<file path="src/rtl/clk_ctrl_pkg.sv">
// rtl/clk_ctrl_pkg.sv - shared state encoding and ratio helpers for the clock-divider controller
package clk_ctrl_pkg;

    typedef enum logic [1:0] {
        STOP = 2'd0,
        RUN  = 2'd1,
        PEND = 2'd2
    } state_e;

    localparam int unsigned MIN_DIV = 2;

    function automatic logic [31:0] clamp_div(input logic [31:0] n);
        return (n < MIN_DIV) ? 32'(MIN_DIV) : n;
    endfunction

    // High phase is the larger half so odd ratios get ceil(N/2) high cycles.
    function automatic logic [31:0] high_len(input logic [31:0] n);
        return (n + 32'd1) >> 1;
    endfunction

endpackage

</file>
<file path="src/rtl/div_phase_counter.sv">
// rtl/div_phase_counter.sv - phase counter with registered div_clk/tick for the next-cycle ratio
module div_phase_counter
    import clk_ctrl_pkg::*;
#(
    parameter int CNT_W = 8
) (
    input  logic             clock,
    input  logic             reset,
    input  logic             run_i,
    input  logic             load_i,
    input  logic [CNT_W-1:0] ratio_i,
    output logic [CNT_W-1:0] cnt_o,
    output logic             div_clk_o,
    output logic             tick_o
);

    localparam logic [CNT_W-1:0] ONE = CNT_W'(1);

    logic [CNT_W-1:0] cnt_q, cnt_d;
    logic [CNT_W-1:0] high_w;
    logic             div_clk_q, div_clk_d;
    logic             tick_q, tick_d;

    assign high_w = CNT_W'(high_len(32'(ratio_i)));

    // run_i/load_i/ratio_i describe the coming cycle, so the output flops
    // always agree with the cnt value they are registered alongside.
    always_comb begin
        cnt_d = cnt_q + ONE;
        if (!run_i || load_i || (cnt_q >= (ratio_i - ONE))) begin
            cnt_d = '0;
        end
        div_clk_d = run_i && (cnt_d < high_w);
        tick_d    = run_i && (cnt_d == '0);
    end

    always_ff @(posedge clock or negedge reset) begin
        if (!reset) begin
            cnt_q     <= '0;
            div_clk_q <= 1'b0;
            tick_q    <= 1'b0;
        end else begin
            cnt_q     <= cnt_d;
            div_clk_q <= div_clk_d;
            tick_q    <= tick_d;
        end
    end

    assign cnt_o     = cnt_q;
    assign div_clk_o = div_clk_q;
    assign tick_o    = tick_q;

endmodule

</file>
<file path="src/rtl/clk_div_ctrl.sv">
// rtl/clk_div_ctrl.sv - programmable divider controller; ratio/enable changes land on period boundaries
module clk_div_ctrl
    import clk_ctrl_pkg::*;
#(
    parameter int CNT_W       = 8,
    parameter int DEFAULT_DIV = 4
) (
    input  logic             clock,
    input  logic             reset,
    input  logic             cfg_valid,
    output logic             cfg_ready,
    input  logic [CNT_W-1:0] cfg_div,
    input  logic             cfg_en,
    output logic             div_clk,
    output logic             tick,
    output logic             busy,
    output logic [CNT_W-1:0] cur_div
);

    localparam logic [CNT_W-1:0] RESET_DIV = CNT_W'(clamp_div(32'(DEFAULT_DIV)));
    localparam logic [CNT_W-1:0] ONE       = CNT_W'(1);

    state_e           state_q, state_d;
    logic [CNT_W-1:0] cur_div_q, cur_div_d;
    logic [CNT_W-1:0] sh_div_q, sh_div_d;
    logic             sh_en_q, sh_en_d;
    logic [CNT_W-1:0] cnt;
    logic [CNT_W-1:0] cfg_div_clamped;
    logic             accept;
    logic             at_end;
    logic             load;
    logic             run;

    assign cfg_ready       = (state_q != PEND);
    assign busy            = (state_q == PEND);
    assign accept          = cfg_valid && cfg_ready;
    assign cfg_div_clamped = CNT_W'(clamp_div(32'(cfg_div)));
    assign at_end          = (cnt == (cur_div_q - ONE));

    always_comb begin
        state_d   = state_q;
        cur_div_d = cur_div_q;
        sh_div_d  = sh_div_q;
        sh_en_d   = sh_en_q;
        load      = 1'b0;
        if (accept) begin
            sh_div_d = cfg_div_clamped;
            sh_en_d  = cfg_en;
        end
        case (state_q)
            STOP: begin
                if (accept) begin
                    cur_div_d = cfg_div_clamped;
                    if (cfg_en) begin
                        state_d = RUN;
                        load    = 1'b1;
                    end
                end
            end
            RUN: begin
                // A request arriving on the last cycle skips PEND entirely.
                if (accept) begin
                    if (at_end) begin
                        cur_div_d = cfg_div_clamped;
                        state_d   = cfg_en ? RUN : STOP;
                        load      = cfg_en;
                    end else begin
                        state_d = PEND;
                    end
                end
            end
            PEND: begin
                if (at_end) begin
                    cur_div_d = sh_div_q;
                    state_d   = sh_en_q ? RUN : STOP;
                    load      = sh_en_q;
                end
            end
            default: state_d = STOP;
        endcase
        run = (state_d != STOP);
    end

    always_ff @(posedge clock or negedge reset) begin
        if (!reset) begin
            state_q   <= STOP;
            cur_div_q <= RESET_DIV;
            sh_div_q  <= '0;
            sh_en_q   <= 1'b0;
        end else begin
            state_q   <= state_d;
            cur_div_q <= cur_div_d;
            sh_div_q  <= sh_div_d;
            sh_en_q   <= sh_en_d;
        end
    end

    div_phase_counter #(
        .CNT_W(CNT_W)
    ) u_phase (
        .clock    (clock),
        .reset    (reset),
        .run_i    (run),
        .load_i   (load),
        .ratio_i  (cur_div_d),
        .cnt_o    (cnt),
        .div_clk_o(div_clk),
        .tick_o   (tick)
    );

    assign cur_div = cur_div_q;

endmodule

</file>
<file path="config.mk">
export PLATFORM = sky130hd
export DESIGN_NAME = clk_div_ctrl
export DESIGN_NICKNAME = d
export VERILOG_FILES = /design/src/rtl/clk_ctrl_pkg.sv /design/src/rtl/div_phase_counter.sv /design/src/rtl/clk_div_ctrl.sv
export SDC_FILE = /design/constraint.sdc
export NUM_CORES = 1
export LEC_CHECK = 0
export CELL_PAD_IN_SITES_DETAIL_PLACEMENT = 0
export CELL_PAD_IN_SITES_GLOBAL_PLACEMENT = 1
export CORE_MARGIN = 5
export CORE_UTILIZATION = 44
export CTS_CLUSTER_DIAMETER = 120
export DETAILED_ROUTE_END_ITERATION = 8
export GPL_ROUTABILITY_DRIVEN = 0
export HOLD_SLACK_MARGIN = 0.12
export PLACE_DENSITY = 0.78
export SLEW_MARGIN = 5
export SYNTH_ARGS = -nofsm -noshare
export SYNTH_HDL_FRONTEND = slang
export SYNTH_HIERARCHICAL = 1
export SYNTH_SLANG_ARGS = --single-unit
</file>
<file path="constraint.sdc">
create_clock -name clock -period 6.25 [get_ports clock]
set_input_delay 0.625 -clock clock [delete_from_list [all_inputs] [get_ports clock]]
set_output_delay 0.625 -clock clock [all_outputs]
set_load 0.01 [all_outputs]
</file>
==> reports/summary.txt <==
==========================================================================================
Initial antenna violation count                                                          0
Fraction of the cycle the final worst path needs                                     93.0%
# port buffers                                                                          23
Fraction of final layout cells with drive strength greater than 1                    12.8%
Path type of the worst min-delay path                                           reg -> reg
Worst vdd rail ir drop                                                          0.000236 V
FMAX                                                                             0.172 GHz
Count of unresolved DRC violations after routing                                         0
Register share of total power                                                        25.7%
Status                                                                        complete, no violations
Post-synth EDFFs                                                                         0
Wire length of the first global-routing pass                                      10800 um
Worst Hold Path Cells                                                                    2
Clock network fraction of design power                                               11.2%
Final number of hold-violating endpoints                                                 0
Post-Synthesis Cell Area                                                         2520 um^2
Setup violation total in the final timing report                                         0
Critical path required time                                                        6.47 ns
DRT Wirelength                                                                     6490 um
Post-detail-place hpwl                                                             4870 um
Transition time at the pin with the least slew margin                             0.724 ns
Leakage power figure                                                               1.27 nW
Switching power                                                                   0.685 mW
Max-cap check violation count                                                            0
Net count after synthesis                                                              310
Clock edge transition at the registers on the reported setup and hold paths        0.07 ns
First DRT Iteration DRCs                                                               195
Clock latency at the later pin of the worst-skew pair                              0.28 ns
Number of iterations in the first detailed-routing pass                                  4
Placement row count                                                                     27
Routed Antenna Nets                                                                      0
Number of distinct library cells after synthesis                                        58
Path type of the worst setup path                                               reg -> reg
Count of filler cells inserted in the layout                                           524
Initial core utilization                                                             45.5%
Register area share after synthesis                                                  28.8%
Gate Count Post-Synth                                                                  279
Die area                                                                         7350 um^2
Clock Sinks                                                                             29
Share of power burned in combinational logic                                         63.1%
Tmin final                                                                         5.81 ns
Arrival @ worst endpoint                                                           6.03 ns
Design internal power                                                             0.771 mW
Diodes inserted                                                                          0
Total via count after detailed routing                                                2178
PwrDens                                                                        498 nW/um^2
Worst slew margin                                                                    51.8%
Die X-Extent                                                                       85.7 um
Kind of start point of the critical path                                              flop
Setup repair after global routing missed its margin                                     no
Per-cell routed wire length                                                        17.3 um
DR vias/cell                                                                          5.79
Maximum net fanout on the critical path                                                 10
Total I/O pin count                                                                     24
Number of hold buffers added after cts                                                   0
Kind of end point of the critical path                                                flop
Maximum clock insertion buffer count                                                     2
Max-slew violation total from the final report                                           0
Number of synthesized register bits                                                     29
CTS Root Buffer Type                                                          sky130_fd_sc_hd__clkbuf_8
Net count reported at finish                                                           334
Post-synthesis async set-or-reset flop share                                          100%
Post CTS Setup Buffer Count                                                              0
Commonest register cell after synthesis                                       sky130_fd_sc_hd__dfrtp_1
Total global routing overflow                                                            0
Die height                                                                         85.7 um
Total global-route track usage                                                       18.5%
Core Box Area                                                                    5540 um^2
Non-filler cells in the finished layout                                                376
TNS Setup                                                                             0 ns
Vias in the first global route                                                        2091
Switching Share                                                                      47.0%
Layout Area Growth over Synthesis                                                    16.0%
Number of placed cells counting well taps                                              368
Reg2Reg Depth                                                                           21
Mapped Avg Cell Area                                                             9.04 um^2
Largest net degree at the start of global routing                                       30
# H-tree levels                                                                          2
Worst-case clock skew                                                           0.00811 ns
Quantity of gates resized following cts                                                  0
CTS tree                                                                              done
Total of warnings raised by yosys                                                        6
Clock buffers created by TritonCTS                                                       5
==========================================================================================
==> placed cells by master (no fill, tap or decap), types with 8 or more instances in the layout <==
cell                               n
sky130_fd_sc_hd__dfrtp_1          28
sky130_fd_sc_hd__inv_1            16
sky130_fd_sc_hd__o21ai_0           8
sky130_fd_sc_hd__ha_1             19
sky130_fd_sc_hd__xnor2_1          11
sky130_fd_sc_hd__clkdlybuf4s50_1  23
sky130_fd_sc_hd__nor2_1           20
sky130_fd_sc_hd__mux2_2           10
sky130_fd_sc_hd__nor2b_1           9
sky130_fd_sc_hd__xor2_1           17
sky130_fd_sc_hd__nand2_1          22
sky130_fd_sc_hd__a21oi_1          17
==> per-stage QoR <==
step	power (mW)	setup WS, ns	utilization [%]	area [um^2]	hold WS [ns]
after floorplan	1.01	1.27	-	2520	0.329
after global placement	1.28	0.630	51.2	2840	0.464
after detailed placement	1.29	0.554	51.2	2840	0.477
after CTS	1.46	0.510	52.8	2930	0.492
after global routing	1.60	0.0512	52.8	2930	0.533
final	1.46	0.440	52.8	2930	0.482
==> layer usage <==
layer	vias to the layer above	track usage (%)	part of all wire, %
li1	1069	-	-
met1	1049	26.8	51
met2	56	28.3	43
met3	4	3.65	4.6
met4	0	4.46	0.94
met5	-	0	0
==> path summary, 6_finish.rpt <==
| check | slack, ns | start | endpoint |
|---|---|---|---|
| max | 0.44 | cur_div[1] | u_phase/div_clk_o |
| min | 0.48 | sh_div_q[0] | sh_div_q[0] |
| max reg2reg | 0.44 | cur_div[1] | u_phase/div_clk_o |
| min reg2reg | 0.48 | sh_div_q[0] | sh_div_q[0] |
| max in group asynchronous | 5.19 | reset | cur_div[2] |
| min in group asynchronous | 0.74 | reset | sh_div_q[2] |
==> worst max-delay path, stage by stage, from the launching register on <==
cell and delay [ns]:
sky130_fd_sc_hd__dfrtp_1 0.49, sky130_fd_sc_hd__inv_1 0.13, sky130_fd_sc_hd__ha_1 0.26, sky130_fd_sc_hd__nand2_1 0.12, sky130_fd_sc_hd__o41ai_4 0.54, sky130_fd_sc_hd__nand3_4 0.19
sky130_fd_sc_hd__maj3_2 0.40, sky130_fd_sc_hd__a222oi_1 0.57, sky130_fd_sc_hd__inv_1 0.22, sky130_fd_sc_hd__ha_1 0.38, sky130_fd_sc_hd__ha_1 0.30, sky130_fd_sc_hd__nor2b_1 0.14
sky130_fd_sc_hd__o211a_1 0.23, sky130_fd_sc_hd__a211oi_4 0.26, sky130_fd_sc_hd__o211ai_4 0.17, sky130_fd_sc_hd__nor2_1 0.18, sky130_fd_sc_hd__ha_1 0.27, sky130_fd_sc_hd__a21oi_1 0.13
sky130_fd_sc_hd__nor2b_1 0.05, sky130_fd_sc_hd__o21ai_0 0.23, sky130_fd_sc_hd__nor4bb_1 0.31, sky130_fd_sc_hd__o21a_1 0.15
==> area by class of cell <==
class | instances | area [um^2] | share of cell area (%)
Clock buffer | 8 | 90.1 | 3.08
Inverter | 16 | 60.1 | 2.05
Multi-Input combinational cell | 221 | 1680 | 57.3
Sequential cell | 29 | 727 | 24.9
Tap cell | 72 | 90.1 | 3.08
Timing Repair Buffer | 30 | 283 | 9.67
==> cell families after synthesis <==
kind of cell | count (synthesis) | share of synthesized area [%]
AND/OR/NAND/NOR | 94 | 20.6
multiplexers | 14 | 6.05
buffers and inverters | 29 | 4.76
XOR/XNOR | 28 | 9.72
AO/OA/AOI/OAI | 65 | 20.1
adder cells (fa/ha/maj) | 20 | 9.87
flip-flops | 29 | 28.8
==> flip-flops by register name, indices dropped and copies added, names as in the netlist <==
signal	flops
cur_div	8
sh_div_q	8
u_phase/cnt_o	8
state_q	2
sh_en_q	1
u_phase/div_clk_o	1
u_phase/tick_o	1
==> synthesized netlist by cell type (2+ instances only) <==
cell,n,share of area [%]
sky130_fd_sc_hd__clkbuf_2,2,0.40
sky130_fd_sc_hd__a21o_1,2,0.60
sky130_fd_sc_hd__nand2_1,22,3.3
sky130_fd_sc_hd__inv_1,16,2.4
sky130_fd_sc_hd__a221o_1,3,1.2
sky130_fd_sc_hd__mux2i_1,4,1.6
sky130_fd_sc_hd__o211ai_1,6,1.8
sky130_fd_sc_hd__ha_1,19,9.4
sky130_fd_sc_hd__a222oi_1,4,1.6
sky130_fd_sc_hd__o21ai_1,2,0.40
sky130_fd_sc_hd__o21ai_0,8,1.6
sky130_fd_sc_hd__clkbuf_1,8,1.2
sky130_fd_sc_hd__nor3_1,6,1.2
sky130_fd_sc_hd__nand4_1,6,1.5
sky130_fd_sc_hd__a21oi_1,17,3.4
sky130_fd_sc_hd__and3_2,3,0.89
sky130_fd_sc_hd__o221ai_1,4,1.4
sky130_fd_sc_hd__a211oi_1,2,0.60
sky130_fd_sc_hd__xnor2_1,11,3.8
sky130_fd_sc_hd__mux2_2,10,4.5
sky130_fd_sc_hd__nor2b_1,9,2.2
sky130_fd_sc_hd__o31ai_1,2,0.60
sky130_fd_sc_hd__a32o_1,2,0.79
sky130_fd_sc_hd__and3_1,3,0.74
sky130_fd_sc_hd__nor4_1,4,0.99
sky130_fd_sc_hd__nand3_1,7,1.4
sky130_fd_sc_hd__nand2b_1,3,0.74
sky130_fd_sc_hd__xor2_1,17,5.9
sky130_fd_sc_hd__nor3b_1,2,0.60
sky130_fd_sc_hd__dfrtp_1,28,28
sky130_fd_sc_hd__nor2_1,20,3.0
==> power groups by stage <==
stage	Clock, mW	Combinational [mW]	Sequential [mW]
after detailed placement	0	0.913	0.376
after global placement	0	0.903	0.376
after floorplan	0	0.689	0.326
final	0.163	0.918	0.375
after global routing	0.181	1.03	0.388
after CTS	0.170	0.921	0.373
Power figures use the tool's default switching activity.
